File: config.mk
export PLATFORM = sky130hd
export DESIGN_NAME = grid_port_arbiter
export DESIGN_NICKNAME = d
export VERILOG_FILES = /design/src/rtl/grid_port_arbiter.sv
export SDC_FILE = /design/constraint.sdc
export NUM_CORES = 1
export LEC_CHECK = 0
export CORE_ASPECT_RATIO = 2
export CORE_MARGIN = 10
export CORE_UTILIZATION = 36
export DETAILED_ROUTE_END_ITERATION = 16
export PLACE_DENSITY = 0.92
export REMOVE_ABC_BUFFERS = 1
export SLEW_MARGIN = 10
export SYNTH_ARGS = -nofsm -noshare
export SYNTH_HDL_FRONTEND = slang
export SYNTH_SLANG_ARGS = --single-unit
File: constraint.sdc
create_clock -name clk -period 5.85 [get_ports clk]
set_input_delay 1.755 -clock clk [delete_from_list [all_inputs] [get_ports clk]]
set_output_delay 1.755 -clock clk [all_outputs]
set_load 0.05 [all_outputs]
File: src/rtl/grid_port_arbiter.sv
// grid_port_arbiter: shares the single-port grid BRAM between pusher,
// scatterer and solver with round-robin grant, RMW lock and read tagging.
module grid_port_arbiter #(
   parameter int ADDR_W   = 14,
   parameter int DATA_W   = 32,
   parameter int READ_LAT = 2,
   parameter int LOCK_MAX = 16
) (
   input  logic                clk,
   input  logic                rst,
   input  logic [2:0]          phase_mask,
   input  logic [2:0]          req_valid,
   output logic [2:0]          req_ready,
   input  logic [2:0]          req_we,
   input  logic [2:0]          req_lock,
   input  logic [3*ADDR_W-1:0] req_addr,
   input  logic [3*DATA_W-1:0] req_wdata,
   output logic [2:0]          rsp_valid,
   output logic [DATA_W-1:0]   rsp_rdata,
   output logic                mem_en,
   output logic                mem_we,
   output logic [ADDR_W-1:0]   mem_addr,
   output logic [DATA_W-1:0]   mem_wdata,
   input  logic [DATA_W-1:0]   mem_rdata,
   output logic                busy,
   output logic                lock_err
);

   localparam int CNT_W = (LOCK_MAX > 1) ? $clog2(LOCK_MAX) : 1;
   localparam logic [CNT_W-1:0] CNT_LAST = CNT_W'(LOCK_MAX - 1);
   localparam int TAG_D = READ_LAT + 1;

   typedef enum logic {
      LK_FREE = 1'b0,
      LK_HELD = 1'b1
   } lk_state_t;

   lk_state_t         r_lk_state;
   lk_state_t         w_lk_next;
   logic [1:0]        r_lock_owner;
   logic [1:0]        w_owner_next;
   logic [CNT_W-1:0]  r_lock_cnt;
   logic [CNT_W-1:0]  w_cnt_next;
   logic              r_lock_err;
   logic              w_err_next;
   logic              w_lock_held;
   logic [2:0]        w_owner_mask;

   logic [1:0]        r_rr_ptr;
   logic [1:0]        w_ord0;
   logic [1:0]        w_ord1;
   logic [1:0]        w_ord2;
   logic [2:0]        w_elig;
   logic [2:0]        w_grant;
   logic [1:0]        w_gidx;
   logic              w_hs;
   logic              w_g_we;
   logic              w_g_lock;
   logic [ADDR_W-1:0] w_g_addr;
   logic [DATA_W-1:0] w_g_wdata;

   logic              r_mem_en;
   logic              r_mem_we;
   logic [ADDR_W-1:0] r_mem_addr;
   logic [DATA_W-1:0] r_mem_wdata;

   logic [TAG_D-1:0]       r_tag_v;
   logic [TAG_D-1:0][1:0]  r_tag_o;

   // Lock FSM: state register
   always_ff @(posedge clk or negedge rst) begin
      if (!rst) begin
         r_lk_state   <= LK_FREE;
         r_lock_owner <= 2'd0;
         r_lock_cnt   <= '0;
         r_lock_err   <= 1'b0;
      end else begin
         r_lk_state   <= w_lk_next;
         r_lock_owner <= w_owner_next;
         r_lock_cnt   <= w_cnt_next;
         r_lock_err   <= w_err_next;
      end
   end

   // Lock FSM: next state
   always_comb begin
      w_lk_next    = r_lk_state;
      w_owner_next = r_lock_owner;
      w_cnt_next   = r_lock_cnt;
      w_err_next   = r_lock_err;
      unique case (r_lk_state)
         LK_FREE: begin
            if (w_hs && w_g_lock) begin
               w_lk_next    = LK_HELD;
               w_owner_next = w_gidx;
               w_cnt_next   = '0;
            end
         end
         LK_HELD: begin
            if (w_hs && w_g_lock) begin
               w_owner_next = w_gidx;
               w_cnt_next   = '0;
            end else if (w_hs) begin
               w_lk_next = LK_FREE;
            end else if (r_lock_cnt == CNT_LAST) begin
               w_lk_next  = LK_FREE;
               w_err_next = 1'b1;
            end else begin
               w_cnt_next = r_lock_cnt + CNT_W'(1);
            end
         end
      endcase
   end

   // Lock FSM: outputs
   always_comb begin
      w_lock_held  = 1'b0;
      w_owner_mask = 3'b000;
      unique case (r_lk_state)
         LK_FREE: begin
            w_lock_held = 1'b0;
         end
         LK_HELD: begin
            w_lock_held  = 1'b1;
            w_owner_mask = 3'b001 << r_lock_owner;
         end
      endcase
   end

   // Gated by rst so every output reads 0 while reset is asserted
   assign w_elig = (w_lock_held ? (req_valid & w_owner_mask)
                                : (req_valid & phase_mask))
                   & {3{rst}};

   always_comb begin
      w_ord0 = 2'd0;
      w_ord1 = 2'd1;
      w_ord2 = 2'd2;
      unique case (r_rr_ptr)
         2'd0: begin
            w_ord0 = 2'd1;
            w_ord1 = 2'd2;
            w_ord2 = 2'd0;
         end
         2'd1: begin
            w_ord0 = 2'd2;
            w_ord1 = 2'd0;
            w_ord2 = 2'd1;
         end
         default: begin
            w_ord0 = 2'd0;
            w_ord1 = 2'd1;
            w_ord2 = 2'd2;
         end
      endcase
   end

   always_comb begin
      w_gidx = w_ord0;
      w_hs   = 1'b1;
      if (w_elig[w_ord0]) begin
         w_gidx = w_ord0;
      end else if (w_elig[w_ord1]) begin
         w_gidx = w_ord1;
      end else if (w_elig[w_ord2]) begin
         w_gidx = w_ord2;
      end else begin
         w_hs = 1'b0;
      end
   end

   assign w_grant   = w_hs ? (3'b001 << w_gidx) : 3'b000;
   assign w_g_we    = req_we[w_gidx];
   assign w_g_lock  = req_lock[w_gidx];
   assign w_g_addr  = req_addr[32'(w_gidx) * ADDR_W +: ADDR_W];
   assign w_g_wdata = req_wdata[32'(w_gidx) * DATA_W +: DATA_W];

   always_ff @(posedge clk or negedge rst) begin
      if (!rst) begin
         r_rr_ptr    <= 2'd2;
         r_mem_en    <= 1'b0;
         r_mem_we    <= 1'b0;
         r_mem_addr  <= '0;
         r_mem_wdata <= '0;
      end else begin
         r_mem_en <= w_hs;
         r_mem_we <= w_hs & w_g_we;
         if (w_hs) begin
            r_rr_ptr    <= w_gidx;
            r_mem_addr  <= w_g_addr;
            r_mem_wdata <= w_g_wdata;
         end
      end
   end

   // Tag stage k is visible k+1 cycles after the read handshake
   always_ff @(posedge clk or negedge rst) begin
      if (!rst) begin
         r_tag_v <= '0;
         r_tag_o <= '0;
      end else begin
         r_tag_v[0] <= w_hs & ~w_g_we;
         r_tag_o[0] <= w_gidx;
         for (int k = 1; k < TAG_D; k++) begin
            r_tag_v[k] <= r_tag_v[k-1];
            r_tag_o[k] <= r_tag_o[k-1];
         end
      end
   end

   assign req_ready = w_grant;
   assign rsp_valid = r_tag_v[TAG_D-1] ? (3'b001 << r_tag_o[TAG_D-1])
                                       : 3'b000;
   assign rsp_rdata = r_tag_v[TAG_D-1] ? mem_rdata : '0;
   assign mem_en    = r_mem_en;
   assign mem_we    = r_mem_we;
   assign mem_addr  = r_mem_addr;
   assign mem_wdata = r_mem_wdata;
   assign busy      = (|r_tag_v) | w_lock_held | (|w_elig);
   assign lock_err  = r_lock_err;

endmodule
== Word level (Yosys, flattened, before mapping) ==
Cells that the tools add are included.
Storage, ports and cells
  register bits: 67
  input bits: 184
  output and inout port bits: 88
  logic and storage cells: 82
Cells by class
  add/sub/neg operators: 1
  multipliers: 1
  magnitude comparators: 4
  equality and inequality tests: 5
  shifts and indexed selects: 5
  multiplexer cells: 36
  bitwise gates (word level): 11
  reductions and logical operators: 6
Operators with widths (number)
  $shiftx A96 B8 Y32: 1
  $shiftx A42 B7 Y14: 1
  $mux W32: 1
  $mux W4: 4
  $lt A2 B3 Y1 const B: 4
  $mux W1: 12
  $mux W3: 4
  $pmux W2 S2: 3
  $bmux W1 S2: 5
  $and A3 B3 Y3: 3
  $shl A1 B2 Y3 const A: 3
  $mux W2: 4
  $pmux W4 S2: 1
  $reduce_or A3 Y1: 2
  $mul A2 B3 Y5 const B: 1
  $add A4 B1 Y4 const B: 1
  $eq A4 B4 Y1 const B: 1
  $not A1 Y1: 4
  $pmux W1 S2: 2
  $reduce_and A4 Y1: 1
  $ne A3 B2 Y1 const B: 1
  $ne A3 B3 Y1 const B: 1
  $reduce_and A3 Y1: 1
  $and A1 B1 Y1: 2
  5 further kinds: 6

== Longest topological paths before layout ==
Gate-level depths: netlist of the first run.
  depth after elaboration: 15
  mapped depth: 10
  depth with buffers taken out: 7

== Worst setup path after synthesis of the first run ==
OpenSTA, ideal clock, no wires.
  path type: input -> output
  start point: input port phase_mask[0]
  end point: output port req_ready[0]
  arrival time: 3597 ps
  required time: 4095 ps
  setup slack: 498 ps
  stages: 8
  path buffers: 2
  cell sequence: nor2b_1 > o211a_1 > buf_4 > o21ai_1 > a32oi_2 > clkbuf_1 > inv_1 > nor2_1
On the way
  longest elaborated chain between the ends: 10
  elaborated cells on any way between the ends: 17
  those cells by class: shift: 1; mux: 14; bitwise: 2
Ends and longest elaborated chain
  start: declaration: line 11  | input logic [2:0] phase_mask,
  $and A3 B3 Y3 (*): line 132  | : (req_valid & phase_mask))
  $mux W3 (*): line 131  | assign w_elig = (w_lock_held ? (req_valid & w_owner_mask)
  $and A3 B3 Y3 (*): line 133  | & {3{rst}};
  $bmux W1 S2: line 165  | end else if (w_elig[w_ord2]) begin
  $mux W1 (implied by the code): line 165
  $mux W2: line 165
  $mux W2: line 163  | end else if (w_elig[w_ord1]) begin
  $mux W2 (*): line 161  | if (w_elig[w_ord0]) begin
  net w_gidx[0]: line 55  | logic [1:0] w_gidx;
  $shl A1 B2 Y3 (*): line 172  | assign w_grant = w_hs ? (3'b001 << w_gidx) : 3'b000;
  $mux W3 (*): line 172
  end: declaration: line 13  | output logic [2:0] req_ready,
Mark *: on every way through the listed nets, which the timed path passes. The rest lies on a longest branch. The select of a mux whose other input is x is not followed.

== Worst setup path in the final report of the first run ==
Same ends and word-level chain as after synthesis.

==> qor.txt, run 1 <==
Max_cap viols - 0
Worst min path class - reg2reg
Sink Count - 67
NumNets Final - 791
Avg WL per Cell - 23.86 um
Seq pwr share - 25.6%
GRT Total Usage - 23.30%
Post-cts resize count - 0
CP top delay family - compound AO/OA/AOI/OAI gates
CP bufs+invs - 3
Period Utilization, post-route - 91.74%
Die width - 88.39 um
Worst-case clock buffer depth - 2
Number of cells on the worst hold path - 0
Total CTS buffers - 9
CP Cell Sequence - clkdlybuf4s50_1 -> nor2b_1 -> o211a_1 -> o21ai_1 -> a32oi_4 -> inv_1 -> nor2_1 -> buf_12
DRT iter0 DRCs - 194
Switching pwr - 1.525 mW
Slowest stage delay, CP - 0.44 ns
Slew Viols, Final - 0
Outcome - completed
Internal power - 1.654 mW
Area delta synth->final - 94.17%
Worst Max-Slew Pin Slew - 0.7678 ns
Drt first pass iters - 4
Setup WS post-layout - 0.4834 ns
Vias in the first global route - 4296
Area contributors post-synth - dfrtp_1 49%, a221oi_1 12%, o22ai_1 9.1%, and2_1 6.1%, nor2_1 6.0%
Max_slew headroom - 48.81%
Area leader, netlist - dfrtp_1
Cell Rows - 49
Clk_skew - 0.006301 ns
Post-CTS Setup Bufs - 0
Final min period - 5.367 ns
Worst setup SP type - primary input
Final hold violations - 0
Placed wire-length estimate - 13430 um
Drt drc - 0
Hold bufs inserted after CTS - 0
Largest net degree at the start of global routing - 53
Net Sw Frac - 47.96%
Power Density - 486.2 nW/um^2
Synth Area per Inst - 9.731 um^2
Setup crit end kind - primary output
Top Ports - 272
Post-Route WL - 17030 um
RSZ-0062 raised after global routing - false
Top cell type's share of synthesized area - 49.05%
Crit Path Max Fanout - 9
Layout cell share with drive strength beyond 1 - 6.383%
Die H - 156.8 um
Yosys warnings - 0
Clock slew at reported path FFs - 0.06 ns
Vias post-DR - 4069
Clock latency on the worst-skew pair - 0.33 ns
Slowest-stage cell, CP - clkdlybuf4s50_1
Peak supply drop - 0.3392 mV
Seq/Total Area, Yosys - 49.83%
Required @ worst endpoint - 4.09 ns
Power, Total - 3.179 mW
Syn Inst Count - 346
WP data arrival - 3.61 ns
Pleak - 2.527 nW
Count of final setup violators - 0
Stages on worst setup path - 8
Root Driver - clkbuf_16
Fmax - 0.1863 GHz
Vias/cell - 5.699
PortBufs - 271
H-tree Lvls - 3
Combinational power share - 57.8%
ANT nets after route - 0
Setup slack at placement - 0.4884 ns
Routability cong. - 0.9533
Initial Utilization - 37.11%
Clk pwr share - 16.6%
WS Path Type - in2out
Initial antenna violation count - 1
Die Area - 13860 um^2
CTS tree - done
Core area - 9074 um^2
Congestion Overflow GR - 0
Count of cell types in the netlist - 45
Mapped Area - 3367 um^2
Yosys reg bits - 67
R2R depth - 7
First-pass GRT wire length - 24350 um
cells by family (layout without fill, tap and decap cells):
kind of cell,after synthesis,count (layout),share of synthesized area (%)
buffers and inverters,33,298,4.013
XOR/XNOR,3,3,0.7805
AO/OA/AOI/OAI,119,119,26.46
adder cells (fa/ha/maj),1,1,0.3715
flip-flops,67,67,49.83
other,0,1,0
multiplexers,2,2,0.5946
AND/OR/NAND/NOR,121,121,17.95
layout by cell type (no fill, tap or decap), drive strengths merged:
cell and n:
clkdlybuf4s50 266, dfrtp 66, nor2 54, o22ai 49, a221oi 46, and2 34, clkbuf 13, buf 13
nand2 12, a21oi 6, o21ai 5, nor3 4, nand2b 3, inv 3, nand3b 2, nor2b 2
a21o 2, a21boi 2, mux2i 2, nand4 2, xor2 2, clkinvlp 2, nor3b 2, a32oi 2
or3 2, nor4 2, diode 1, o211ai 1, o211a 1, a211o 1, and3b 1, a221o 1
a22oi 1, o2bb2ai 1, nand3 1, xnor2 1, o21bai 1, ha 1, clkinv 1, dfstp 1
worst paths after layout:
path	from	to	slack [ns]
worst max-delay path	phase_mask[0]	req_ready[0]	0.48
worst min-delay path	r_tag_o[3]	r_tag_o[5]	0.35
worst max register to register	r_lk_state	r_lk_state	2.97
worst min register to register	r_tag_o[3]	r_tag_o[5]	0.35
max in group asynchronous	rst	r_rr_ptr[1]	3.96
min in group asynchronous	rst	r_tag_v[1]	1.52
metal layers:
layer  global-route usage [%]  routed length (um)  part of all wire [%]
met1                    23.95                5777                    34
met3                    6.084                1320                   7.7
met4                    14.72                 911                   5.3
met2                    40.28                9024                    53
met5                        0                   0                     0
area by class of cell:
type | count | area [um^2]
repair buffers | 279 | 2815
multi-input cells | 246 | 1603
inverters | 3 | 11.26
fillers | 663 | 2536
clock buffers | 13 | 280.3
flip-flops and latches | 67 | 1678
clock inverters | 3 | 20.02
diodes | 1 | 2.502
well taps | 102 | 127.6
metrics by stage:
stage | cell area (um^2) | hold WS [ns] | TNS, ns | instances | utilization (%)
3_5_place_dp | 6207 | 0.3413 | 0 | 696 | 68.41
3_3_place_gp | 6207 | 0.3346 | 0 | 696 | 68.41
5_1_grt | 6538 | 0.3545 | 0 | 714 | 72.05
6_report | 6538 | 0.3519 | 0 | 714 | 72.05
4_1_cts | 6507 | 0.3539 | 0 | 712 | 71.72
2_1_floorplan | 3243 | 0.3312 | -0.7815 | 316 | -
power groups by stage:
stage               clock network [mW]  registers [mW]  logic (mW)
detailed placement                   0           0.818        1.83
global placement                     0           0.798        1.79
floorplan                            0            1.30       0.573
global route                     0.558           0.837        1.92
finish                           0.529           0.814        1.84
CTS                              0.538           0.813        1.84
synthesized netlist by cell type (all sizes together):
master and count:
mux2i 2, o22ai 49, xnor2 1, a211o 1, nor2b 2, nor2 54
a21o 2, a32oi 2, a221o 1, o2bb2ai 1, a22oi 1, a21boi 2
nor3b 2, nand3b 2, o21bai 1, inv 3, a21oi 6, nand3 1
o21ai 5, dfrtp 66, nor4 2, and2 34, o211a 1, nand4 2
or3 2, nor3 4, xor2 2, ha 1, clkbuf 22, nand2 12
o211ai 1, a221oi 46, buf 8, and3b 1, nand2b 3, dfstp 1
sequential cells by signal, indices dropped and copies added (netlist names):
name and cells:
r_lk_state 1, mem_en 1, r_lock_cnt 4, mem_wdata 32
r_lock_owner 2, mem_we 1, lock_err 1, r_rr_ptr 2
r_tag_o 6, r_tag_v 3, mem_addr 14
Note: power is estimated with default switching activity, not from simulation.
==> run 2: changes to the inputs <==
--- a/config.mk
+++ b/config.mk
@@ -9,6 +9,7 @@
 export CORE_MARGIN = 10
 export CORE_UTILIZATION = 36
 export DETAILED_ROUTE_END_ITERATION = 16
+export GPL_ROUTABILITY_DRIVEN = 0
 export PLACE_DENSITY = 0.92
 export REMOVE_ABC_BUFFERS = 1
 export SLEW_MARGIN = 10
==> run 2 against run 1 <==
  * Cell count is the same
  * Non-clock buffer count did not move
  * Register-to-register slack got worse by 0.12 ns
  * First-iteration DRC count increased by 35%
  * Sequential power hardly changed
  * Via count about the same
  * Largest cell class unchanged
==> qor.txt, run 2 (same netlist as run 1, synthesis figures left out) <==
Outcome - completed (unchanged)
Worst min path class - reg2reg (unchanged)
R2r endpoint - r_lk_state (unchanged)
Clock latency on the worst-skew pair - 0.32 ns (was 0.33 ns)
Count of final setup violators - 0 (unchanged)
Post-Route Setup TNS - 0 ns (unchanged)
Post-cts resize count - 0 (unchanged)
Worst hold path endpoint - r_tag_o[2] (was r_tag_o[5])
Hold Crit Start - r_tag_o[0] (was r_tag_o[3])
R2R depth - 7 (unchanged)
Die width - 88.39 um (unchanged)
Congestion Overflow GR - 0 (unchanged)
Final hold violations - 0 (unchanged)
Largest net degree at the start of global routing - 53 (unchanged)
Drt first pass iters - 4 (unchanged)
NumNets Final - 791 (unchanged)
RSZ-0062 raised after global routing - false (unchanged)
Post-Route WL - 17240 um (was 17030 um)
Setup crit end kind - primary output (unchanged)
Power Density - 483.7 nW/um^2 (was 486.2 nW/um^2)
DP Area - 6207 um^2 (unchanged)
Worst setup SP type - primary input (unchanged)
Drt drc - 0 (unchanged)
CP Cell Sequence - clkdlybuf4s50_1 -> nor2b_1 -> o211a_1 -> o21ai_1 -> a32oi_4 -> inv_1 -> nor2_1 -> buf_12 (unchanged)
WS Path Type - in2out (unchanged)
Design Area, Final - 6504 um^2 (was 6538 um^2)
ANT nets after route - 0 (unchanged)
Layout cell share with drive strength beyond 1 - 5.892% (was 6.383%)
Number of cells on the worst hold path - 0 (unchanged)
Root Driver - clkbuf_16 (unchanged)
Slew Viols, Final - 0 (unchanged)
Die H - 156.8 um (unchanged)
Slowest stage delay, CP - 0.45 ns (was 0.44 ns)
Fmax - 0.1837 GHz (was 0.1863 GHz)
Clk_skew - 0.004777 ns (was 0.006301 ns)
Clock slew at reported path FFs - 0.05 ns (was 0.06 ns)
Slowest-stage cell, CP - clkdlybuf4s50_1 (unchanged)
CTS tree - done (unchanged)
Commonest non-fill, non-tap cells in the layout - 266 x clkdlybuf4s50_1, 66 x dfrtp_1, 54 x nor2_1 (unchanged)
PortBufs - 271 (unchanged)
Most common cell after layout, fill and taps aside - clkdlybuf4s50_1 (unchanged)
CP bufs+invs - 3 (unchanged)
Worst Max-Slew Pin Slew - 0.8016 ns (was 0.7678 ns)
Worst-case clock buffer depth - 2 (unchanged)
Sink Count - 67 (unchanged)
Placed wire-length estimate - 13580 um (was 13430 um)
Peak supply drop - 0.3099 mV (was 0.3392 mV)
Vias in the first global route - 4411 (was 4296)
Top Ports - 272 (unchanged)
Vias/cell - 5.700 (was 5.699)
Hold_ws - 0.3492 ns (was 0.3519 ns)
Post-CTS Setup Bufs - 0 (unchanged)
Reg2reg start - r_lk_state (unchanged)
Final min period - 5.445 ns (was 5.367 ns)
Power, Total - 3.146 mW (was 3.179 mW)
First-pass GRT wire length - 25360 um (was 24350 um)
DRT iter0 DRCs - 261 (was 194)
GRT Total Usage - 24.09% (was 23.30%)
Vias post-DR - 4070 (was 4069)
Pleak - 2.516 nW (was 2.527 nW)
Total CTS buffers - 9 (unchanged)
Core area - 9074 um^2 (unchanged)
CP top delay family - compound AO/OA/AOI/OAI gates (unchanged)
Initial antenna violation count - 1 (unchanged)
Initial Utilization - 37.11% (unchanged)
H-tree Lvls - 3 (unchanged)
Hold bufs inserted after CTS - 0 (unchanged)
Area delta synth->final - 93.16% (was 94.17%)
Max_slew headroom - 46.56% (was 48.81%)
Crit Path Max Fanout - 9 (unchanged)
Max reg flops - 32 (unchanged)
Die Area - 13860 um^2 (unchanged)
Required @ worst endpoint - 4.09 ns (about the same)
Finished Core Util - 71.68% (was 72.05%)
FF-to-FF setup slack - 2.85 ns (was 2.97 ns)
Period Utilization, post-route - 93.08% (was 91.74%)
Cell Rows - 49 (unchanged)
WP data arrival - 3.69 ns (was 3.61 ns)
Max_cap viols - 0 (unchanged)
Avg WL per Cell - 24.15 um (was 23.86 um)
run 2: changes by cell type in the layout (fill, tap and decap cells not counted), sizes merged:
cell	change
clkinvlp	-2
clkbuf	+1
clkinv	+1
run 2: layout make-up:
class | instances | area, um^2
repair buffers | 279 | 2808
fillers | 668 | 2570
flip-flops and latches | 67 | 1678
multi-input cells | 246 | 1603
clock buffers | 14 | 264.0
well taps | 102 | 127.6
inverters | 3 | 11.26
clock inverters | 2 | 10.01
diodes | 1 | 2.502
run 2: worst max path at each step:
| stage | from | end | slack (ns) | cells past startpoint |
|---|---|---|---|---|
| 2_1_floorplan | phase_mask[0] | req_ready[0] | -0.46 | 4 |
| 3_3_place_gp | phase_mask[0] | busy | 0.52 | 6 |
| 3_5_place_dp | phase_mask[0] | req_ready[0] | 0.42 | 8 |
| 4_1_cts | phase_mask[0] | req_ready[0] | 0.42 | 8 |
| 5_1_grt | phase_mask[0] | req_ready[0] | 0.32 | 8 |
| 6_report | phase_mask[0] | req_ready[0] | 0.41 | 8 |
run 2: stage by stage:
step | setup slack (ns) | instances
after detailed placement | 0.4235 | 696
final | 0.4051 | 714
after floorplan | -0.4599 | 316
after CTS | 0.4237 | 712
after global routing | 0.3155 | 714
after global placement | 0.5195 | 696
run 2: where the power goes:
group / internal, mW / switching [mW]
Sequential: 0.666 / 0.149
Clock: 0.309 / 0.184
Combinational: 0.654 / 1.18
run 2: worst reg2reg max path, stage by stage, from the launching register on:
cell and delay (ns):
dfrtp_1 0.53, nor3b_2 0.28, o211a_1 0.41, o21ai_1 0.18
a32oi_4 0.21, buf_4 0.52, mux2i_1 0.30, or3_1 0.44
run 2: metal layers:
layer | track usage (%) | wire [um]
met1 | 24.67 | 5853
met2 | 41.93 | 9125
met5 | 0 | 0
met4 | 13.17 | 857
met3 | 7.384 | 1404
